### config.mk
export PLATFORM = sky130hd
export DESIGN_NAME = fetch_pc_seq
export DESIGN_NICKNAME = d
export VERILOG_FILES = /design/src/rtl/fetch_pc_seq_pkg.sv /design/src/rtl/fetch_redirect_buf.sv /design/src/rtl/fetch_pc_seq.sv
export SDC_FILE = /design/constraint.sdc
export NUM_CORES = 1
export LEC_CHECK = 0
export ABC_AREA = 0
export BUFFER_PORTS_ARGS = -buffer_cell sky130_fd_sc_hd__buf_2
export CAP_MARGIN = 10
export CORE_MARGIN = 10
export CORE_UTILIZATION = 40
export CTS_CLUSTER_SIZE = 40
export DETAILED_ROUTE_END_ITERATION = 7
export PLACE_DENSITY = 0.72
export RECOVER_POWER = 100
export SYNTH_ARGS = -nofsm -noshare
export SYNTH_HDL_FRONTEND = slang
export SYNTH_SLANG_ARGS = --single-unit
### constraint.sdc
create_clock -name clk -period 2.7 [get_ports clk]
set_clock_uncertainty 0.2 [all_clocks]
set_input_delay 0.27 -clock clk [delete_from_list [all_inputs] [get_ports clk]]
set_output_delay 0.27 -clock clk [all_outputs]
set_load 0.01 [all_outputs]
### src/rtl/fetch_pc_seq_pkg.sv
// Shared definitions for the fetch-stage PC sequencer.
// Holds the datapath width, the sequencer state encoding and the default boot/trap vectors.
// No logic; imported by fetch_pc_seq and fetch_redirect_buf.
package fetch_pc_seq_pkg;

  localparam int unsigned XLEN = 32;

  typedef enum logic [1:0] {
    ST_BOOT  = 2'd0,
    ST_FETCH = 2'd1,
    ST_WAIT  = 2'd2,
    ST_TRAP  = 2'd3
  } fetch_state_e;

  localparam logic [31:0] DEF_RESET_PC = 32'h4000_0000;
  localparam logic [31:0] DEF_TRAP_PC  = 32'h4000_0100;

endpackage

### src/rtl/fetch_redirect_buf.sv
// One-entry pending-redirect buffer for redirects that arrive while imem is not ready.
// Latency: a parked target is presented the cycle after it is written; kill follows the entry.
// Backpressure: a newer redirect overwrites the entry; it drains on the first imem_ready cycle.
module fetch_redirect_buf
  import fetch_pc_seq_pkg::*;
#(
  parameter int unsigned XLEN = fetch_pc_seq_pkg::XLEN
) (
  input  logic            clk,
  input  logic            rst_n,
  input  logic            redirect_valid,
  input  logic [XLEN-1:0] redirect_target,
  input  logic            imem_ready,
  input  logic            clear,
  output logic            kill,
  output logic [XLEN-1:0] pend_tgt
);

  logic            pend_vld_q, pend_vld_d;
  logic [XLEN-1:0] pend_tgt_q, pend_tgt_d;

  // Park a redirect that cannot be issued; drop the entry once a direct redirect or issue supersedes it.
  always_comb begin
    pend_vld_d = pend_vld_q;
    pend_tgt_d = pend_tgt_q;
    if (clear) begin
      pend_vld_d = 1'b0;
    end else if (redirect_valid && !imem_ready) begin
      pend_vld_d = 1'b1;
      pend_tgt_d = redirect_target;
    end else if (redirect_valid || imem_ready) begin
      pend_vld_d = 1'b0;
    end
  end

  // Pending entry registers.
  always_ff @(posedge clk or negedge rst_n) begin
    if (!rst_n) begin
      pend_vld_q <= 1'b0;
      pend_tgt_q <= '0;
    end else begin
      pend_vld_q <= pend_vld_d;
      pend_tgt_q <= pend_tgt_d;
    end
  end

  // While an entry is parked, whatever imem_addr currently holds is wrong-path.
  assign kill     = pend_vld_q;
  assign pend_tgt = pend_tgt_q;

endmodule

### src/rtl/fetch_pc_seq.sv
// Fetch-stage PC sequencer: drives imem_addr and the decode pc_d/pc_plus4D pair; FETCH_PERF_CNT_EN adds perf counters.
// Latency: address accepted in cycle N appears as pc_d with instr_valid_d in N+1; redirect lands on imem_addr in N+1.
// Backpressure: imem_ready=0 holds the address (parking redirects); stall_d=1 freezes decode outputs and re-issues.
module fetch_pc_seq
  import fetch_pc_seq_pkg::*;
#(
  parameter int unsigned     XLEN     = fetch_pc_seq_pkg::XLEN,
  parameter logic [XLEN-1:0] RESET_PC = DEF_RESET_PC,
  parameter logic [XLEN-1:0] TRAP_PC  = DEF_TRAP_PC
) (
  input  logic            clk,
  input  logic            rst_n,
  input  logic            redirect_valid,
  input  logic [XLEN-1:0] redirect_target,
  input  logic            stall_d,
  input  logic            imem_ready,
  output logic            imem_req,
  output logic [XLEN-1:0] imem_addr,
  output logic            instr_valid_d,
  output logic [XLEN-1:0] pc_d,
  output logic [XLEN-1:0] pc_plus4D,
  output logic            misalign_trap,
  output logic [XLEN-1:0] trap_addr
`ifdef FETCH_PERF_CNT_EN
  ,
  output logic [31:0]     perf_redirects,
  output logic [31:0]     perf_stall_cycles
`endif
);

  localparam logic [XLEN-1:0] PC_STEP = XLEN'(4);

  fetch_state_e    state_q, state_d;
  logic            req_q, req_d;
  logic [XLEN-1:0] addr_q, addr_d;
  logic [XLEN-1:0] pc_q, pc_d_nxt;
  logic            vld_q, vld_d;
  logic            trap_q, trap_d;
  logic [XLEN-1:0] taddr_q, taddr_d;

  logic            misalign;
  logic            kill;
  logic [XLEN-1:0] pend_tgt;

  assign misalign = redirect_valid && redirect_target[1];

  fetch_redirect_buf #(.XLEN(XLEN)) u_redirect_buf (
    .clk             (clk),
    .rst_n           (rst_n),
    .redirect_valid  (redirect_valid),
    .redirect_target (redirect_target),
    .imem_ready      (imem_ready),
    .clear           (misalign),
    .kill            (kill),
    .pend_tgt        (pend_tgt)
  );

  // Next-state and datapath: redirect beats a parked redirect, which beats stall, which beats sequential advance.
  always_comb begin
    state_d  = state_q;
    req_d    = req_q;
    addr_d   = addr_q;
    pc_d_nxt = pc_q;
    vld_d    = vld_q;
    trap_d   = 1'b0;
    taddr_d  = taddr_q;

    if (misalign) begin
      // Never put the bad target on the bus; go straight to the trap vector.
      state_d = ST_TRAP;
      req_d   = 1'b0;
      addr_d  = TRAP_PC;
      vld_d   = 1'b0;
      trap_d  = 1'b1;
      taddr_d = redirect_target;
    end else if (redirect_valid && !imem_ready) begin
      // Target parked in the buffer; current address is now wrong-path.
      state_d = (state_q == ST_FETCH || state_q == ST_WAIT) ? ST_WAIT : ST_FETCH;
      req_d   = 1'b1;
      vld_d   = 1'b0;
    end else if (redirect_valid) begin
      state_d = ST_FETCH;
      req_d   = 1'b1;
      addr_d  = redirect_target;
      vld_d   = 1'b0;
    end else if (kill && imem_ready) begin
      // Whatever was accepted this cycle is discarded in favour of the parked target.
      state_d = ST_FETCH;
      req_d   = 1'b1;
      addr_d  = pend_tgt;
      vld_d   = 1'b0;
    end else begin
      unique case (state_q)
        ST_BOOT, ST_TRAP: begin
          state_d = ST_FETCH;
          req_d   = 1'b1;
        end
        ST_FETCH, ST_WAIT: begin
          if (stall_d) begin
            state_d = imem_ready ? ST_FETCH : ST_WAIT;
          end else if (imem_ready) begin
            state_d  = ST_FETCH;
            pc_d_nxt = addr_q;
            addr_d   = addr_q + PC_STEP;
            vld_d    = 1'b1;
          end else begin
            state_d = ST_WAIT;
            vld_d   = 1'b0;
          end
        end
        default: begin
          state_d = ST_BOOT;
        end
      endcase
    end
  end

  // Sequencer state and output registers.
  always_ff @(posedge clk or negedge rst_n) begin
    if (!rst_n) begin
      state_q <= ST_BOOT;
      req_q   <= 1'b0;
      addr_q  <= RESET_PC;
      pc_q    <= RESET_PC - PC_STEP;
      vld_q   <= 1'b0;
      trap_q  <= 1'b0;
      taddr_q <= '0;
    end else begin
      state_q <= state_d;
      req_q   <= req_d;
      addr_q  <= addr_d;
      pc_q    <= pc_d_nxt;
      vld_q   <= vld_d;
      trap_q  <= trap_d;
      taddr_q <= taddr_d;
    end
  end

  assign imem_req      = req_q;
  assign imem_addr     = addr_q;
  assign instr_valid_d = vld_q;
  assign pc_d          = pc_q;
  assign pc_plus4D     = pc_q + PC_STEP;
  assign misalign_trap = trap_q;
  assign trap_addr     = taddr_q;

`ifdef FETCH_PERF_CNT_EN
  logic [31:0] perf_redir_q, perf_redir_d;
  logic [31:0] perf_stall_q, perf_stall_d;

  // Free-running wrap-around event counters.
  always_comb begin
    perf_redir_d = perf_redir_q;
    perf_stall_d = perf_stall_q;
    if (redirect_valid) begin
      perf_redir_d = perf_redir_q + 32'd1;
    end
    if (stall_d || state_q == ST_WAIT) begin
      perf_stall_d = perf_stall_q + 32'd1;
    end
  end

  // Counter registers.
  always_ff @(posedge clk or negedge rst_n) begin
    if (!rst_n) begin
      perf_redir_q <= '0;
      perf_stall_q <= '0;
    end else begin
      perf_redir_q <= perf_redir_d;
      perf_stall_q <= perf_stall_d;
    end
  end

  assign perf_redirects    = perf_redir_q;
  assign perf_stall_cycles = perf_stall_q;
`endif

endmodule

==> qor.yml <==
synthesis:
  synthAdderAreaFrac_pct: 0.370
  synth_fp_nets: 658
  ys.flop_type: "dfrtp_1"
  ys_seq_elements: 134
  synth_top_family_by_area: "multiplexers"
  synth.most_common_cell: "dfrtp_1"
  syn_area_sq_um: 6760
  synth_edf_count: 0
  synth_cell_types: 56
  synth-compound-area-share_pct: 14.2
  async_flop_share_pct: 100
  ys_seq_area_share_pct: 50.1
  muxShareOfSynthArea_pct: 15.1
  synth_common_cells: "105 x dfrtp_1, 90 x mux2_2, 43 x nand2_1, 34 x nor2_1, 30 x o21ai_0"
  syn_inst: 619
  ys_warn_count: 0
  syn_avg_cell_area_sq_um: 10.9
  synth_top_area_share_pct: 38.9
  synth_top_area_cell: "dfrtp_1"
  synth_area_leaders: "dfrtp_1 39%, mux2_2 15%, dfstp_2 11%"
  synth-simple-area-share_pct: 13.3
  synth_xor_area_share_pct: 3.89
detailed_routing:
  vias: 5825
  ant_nets: 0
  wirelength_um: 20200
  firstDrtPassIters: 4
  wl_per_cell_um: 18.6
  drtIter0Drc: 395
  viasPerCell: 5.36
  drcViolationCount: 0
floorplanning:
  rows: 47
  die_x_um: 150
  dieHeight_um: 150
  io_pins: 168
  dieArea_sq_um: 22500
  start_util_pct: 40.8
  core_area_sq_um: 16600
pwr:
  p_comb_share_pct: 28.0
  leakage_nw: 3.98
  ir_worst_vdd_mv: 0.439
  p_int_mw: 5.00
  pwr-share-seq_pct: 41.7
  switchingPower_mw: 2.46
  clkPwrFrac_pct: 30.3
  switching_share_pct: 33.0
  pwr_density_cell_nw_per_um2: 824
min_path:
  min_path_type: "input pin to register"
timing:
  rsz0062_at_grt: "true"
  hold_violations: 0
  finalSetupViolCount: 5
  tightest_slew_ps: 1470
  finalWorstSetupSlack_ps: -31.8
  max_freq_mhz: 366
  period_minus_slack_ps: 2730
  fin_crit_sh_pct: 101
  slew-limit-headroom_pct: 1.68
  slew_viol_final: 0
clock_tree:
  cts_tree: "yes"
  clockRootBuffer: "clkbuf_16"
  clock-sinks: 134
  clock_latency_ps: 410
  cts_buffers: 17
  clk_path_buf_depth: 2
  clkTransAtPathRegs_ps: 60
  cts-htree-levels: 4
grt:
  grt_pass1_vias: 5842
  grt_overflow_total: 0
  grt_antenna_before_repair: 0
  grt_pass1_wl_um: 32200
  grt_use_total_pct: 18.0
  grt_max_degree: 62
critical_path:
  end_kind: "output port"
  crit_path_start_kind: "register"
  worstSetupPathType: "register to output port"
  cp.required_ps: 2230
  cpPeakStageDelay_ps: 560
  arrival_ps: 2260
  slowest_stage: "dfstp_2"
  cp_max_fo: 4
  cp_cell_sequence: "buf_6 > nand4_1 > or3_4 > nor3_4 > nand2_1 > xnor2_1 > buf_2"
layout:
  instances_no_fill: 1086
  regArea_sq_um: 3390
  antenna_cells: 0
  nets: 892
  finalInstanceArea_sq_um: 9040
  post-route-util_pct: 54.5
  layout-area-overhead-vs-synth_pct: 33.7
  multi_input_area_sq_um: 3300
  drive_gt1_share_pct: 36.3
  n_fill_cell: 1514
placement:
  place.port_buffers: 167
  place.gp.congestion: 0.842
  hpwl_um: 14800
  place_inst: 1006
  dpl-instance-area_sq_um: 8020
status:
  violations: "negative setup slack"
  status: "finished with violations"
flow_run:
  max-cap-violations: 0
==> worst max-delay path, delay by kind of cell, from the launching register on <==
family	cells	cell delay, ps
buffers and inverters	2	260
DFF	1	560
xor gates and xnor gates	1	160
and+or+nand+nor	4	860
==> flip-flops by register name (all words and copies together) (netlist names) <==
register / cells
imem_addr: 32
pc_d: 32
trap_addr: 32
u_redirect_buf.pend_tgt: 32
state_q: 2
imem_req: 1
instr_valid_d: 1
misalign_trap: 1
u_redirect_buf.kill: 1
==> worst paths after layout <==
path | start | end | slack (ps) | depth (start not counted)
min in group asynchronous | rst_n | trap_addr[1] | 560 | 2
worst max-delay path | pc_d[3] | pc_plus4D[29] | -30 | 7
worst max register to register | imem_addr[2] | imem_addr[20] | 320 | 6
worst min-delay path | redirect_target[1] | misalign_trap | 20 | 3
worst min register to register | trap_addr[1] | trap_addr[1] | 270 | 1
max in group asynchronous | rst_n | trap_addr[10] | 370 | 3
==> cell families after synthesis <==
logic type               after synthesis
flip-flops                           134
buffers and inverters                 48
adder cells (fa/ha/maj)                2
AO/OA/AOI/OAI                        142
XOR/XNOR                              30
multiplexers                          91
AND/OR/NAND/NOR                      172
==> routing by layer <==
metal,wire [um],global-route usage (%),vias up
li1,-,-,2745
met1,8720,23.6,2854
met2,9650,28.5,209
met5,0,0,-
met3,1610,4.65,17
met4,212,5.34,0
==> power groups by stage <==
stage               Combinational, mW  Clock, mW  Sequential, mW
global placement                 2.01          0            3.09
finish                           2.09       2.26            3.11
CTS                              2.14       2.31            3.09
floorplan                       0.941          0            3.19
global route                     2.30       2.39            3.19
detailed placement               2.03          0            3.12
==> metrics by stage <==
| stage | setup WS [ps] | total power, mW | hold WS (ps) | TNS (ps) |
|---|---|---|---|---|
| 6_report | -31.8 | 7.45 | 22.4 | -119 |
| 5_1_grt | -194 | 7.88 | 38.7 | -1840 |
| 4_1_cts | -135 | 7.54 | 1.15 | -788 |
| 3_5_place_dp | 106 | 5.15 | 86.3 | 0 |
| 3_3_place_gp | 169 | 5.09 | 81.5 | 0 |
| 2_1_floorplan | 265 | 4.13 | -226 | 0 |
==> layout by cell type (no fill, tap or decap), drive strengths merged, types with 19 or more instances in the layout <==
cell         count
clkbuf         101
nor2            34
dlygate4sd3     33
nand3           29
a22o            20
nand2           43
a21oi           23
dfstp           29
o21ai           30
dfrtp          105
xnor2           19
buf            134
mux2            90
==> cell type report <==
| cell class | count | share of cell area, % |
|---|---|---|
| Inverter | 16 | 0.664 |
| Tap cell | 220 | 3.04 |
| Clock buffer | 21 | 5.45 |
| Sequential cell | 134 | 37.5 |
| Timing Repair Buffer | 247 | 15.7 |
| Clock inverter | 11 | 1.07 |
| Multi-Input combinational cell | 437 | 36.5 |
==> timing repair <==
item	in CTS	in global routing
gates resized for setup	13	17
setup buffers	10	5
pin swaps	9	14
hold buffers	33	0
endpoints found under the setup margin	16	19
hold endpoints to repair	117	0
cloned	0	0
(Power assumes the default switching activity.)
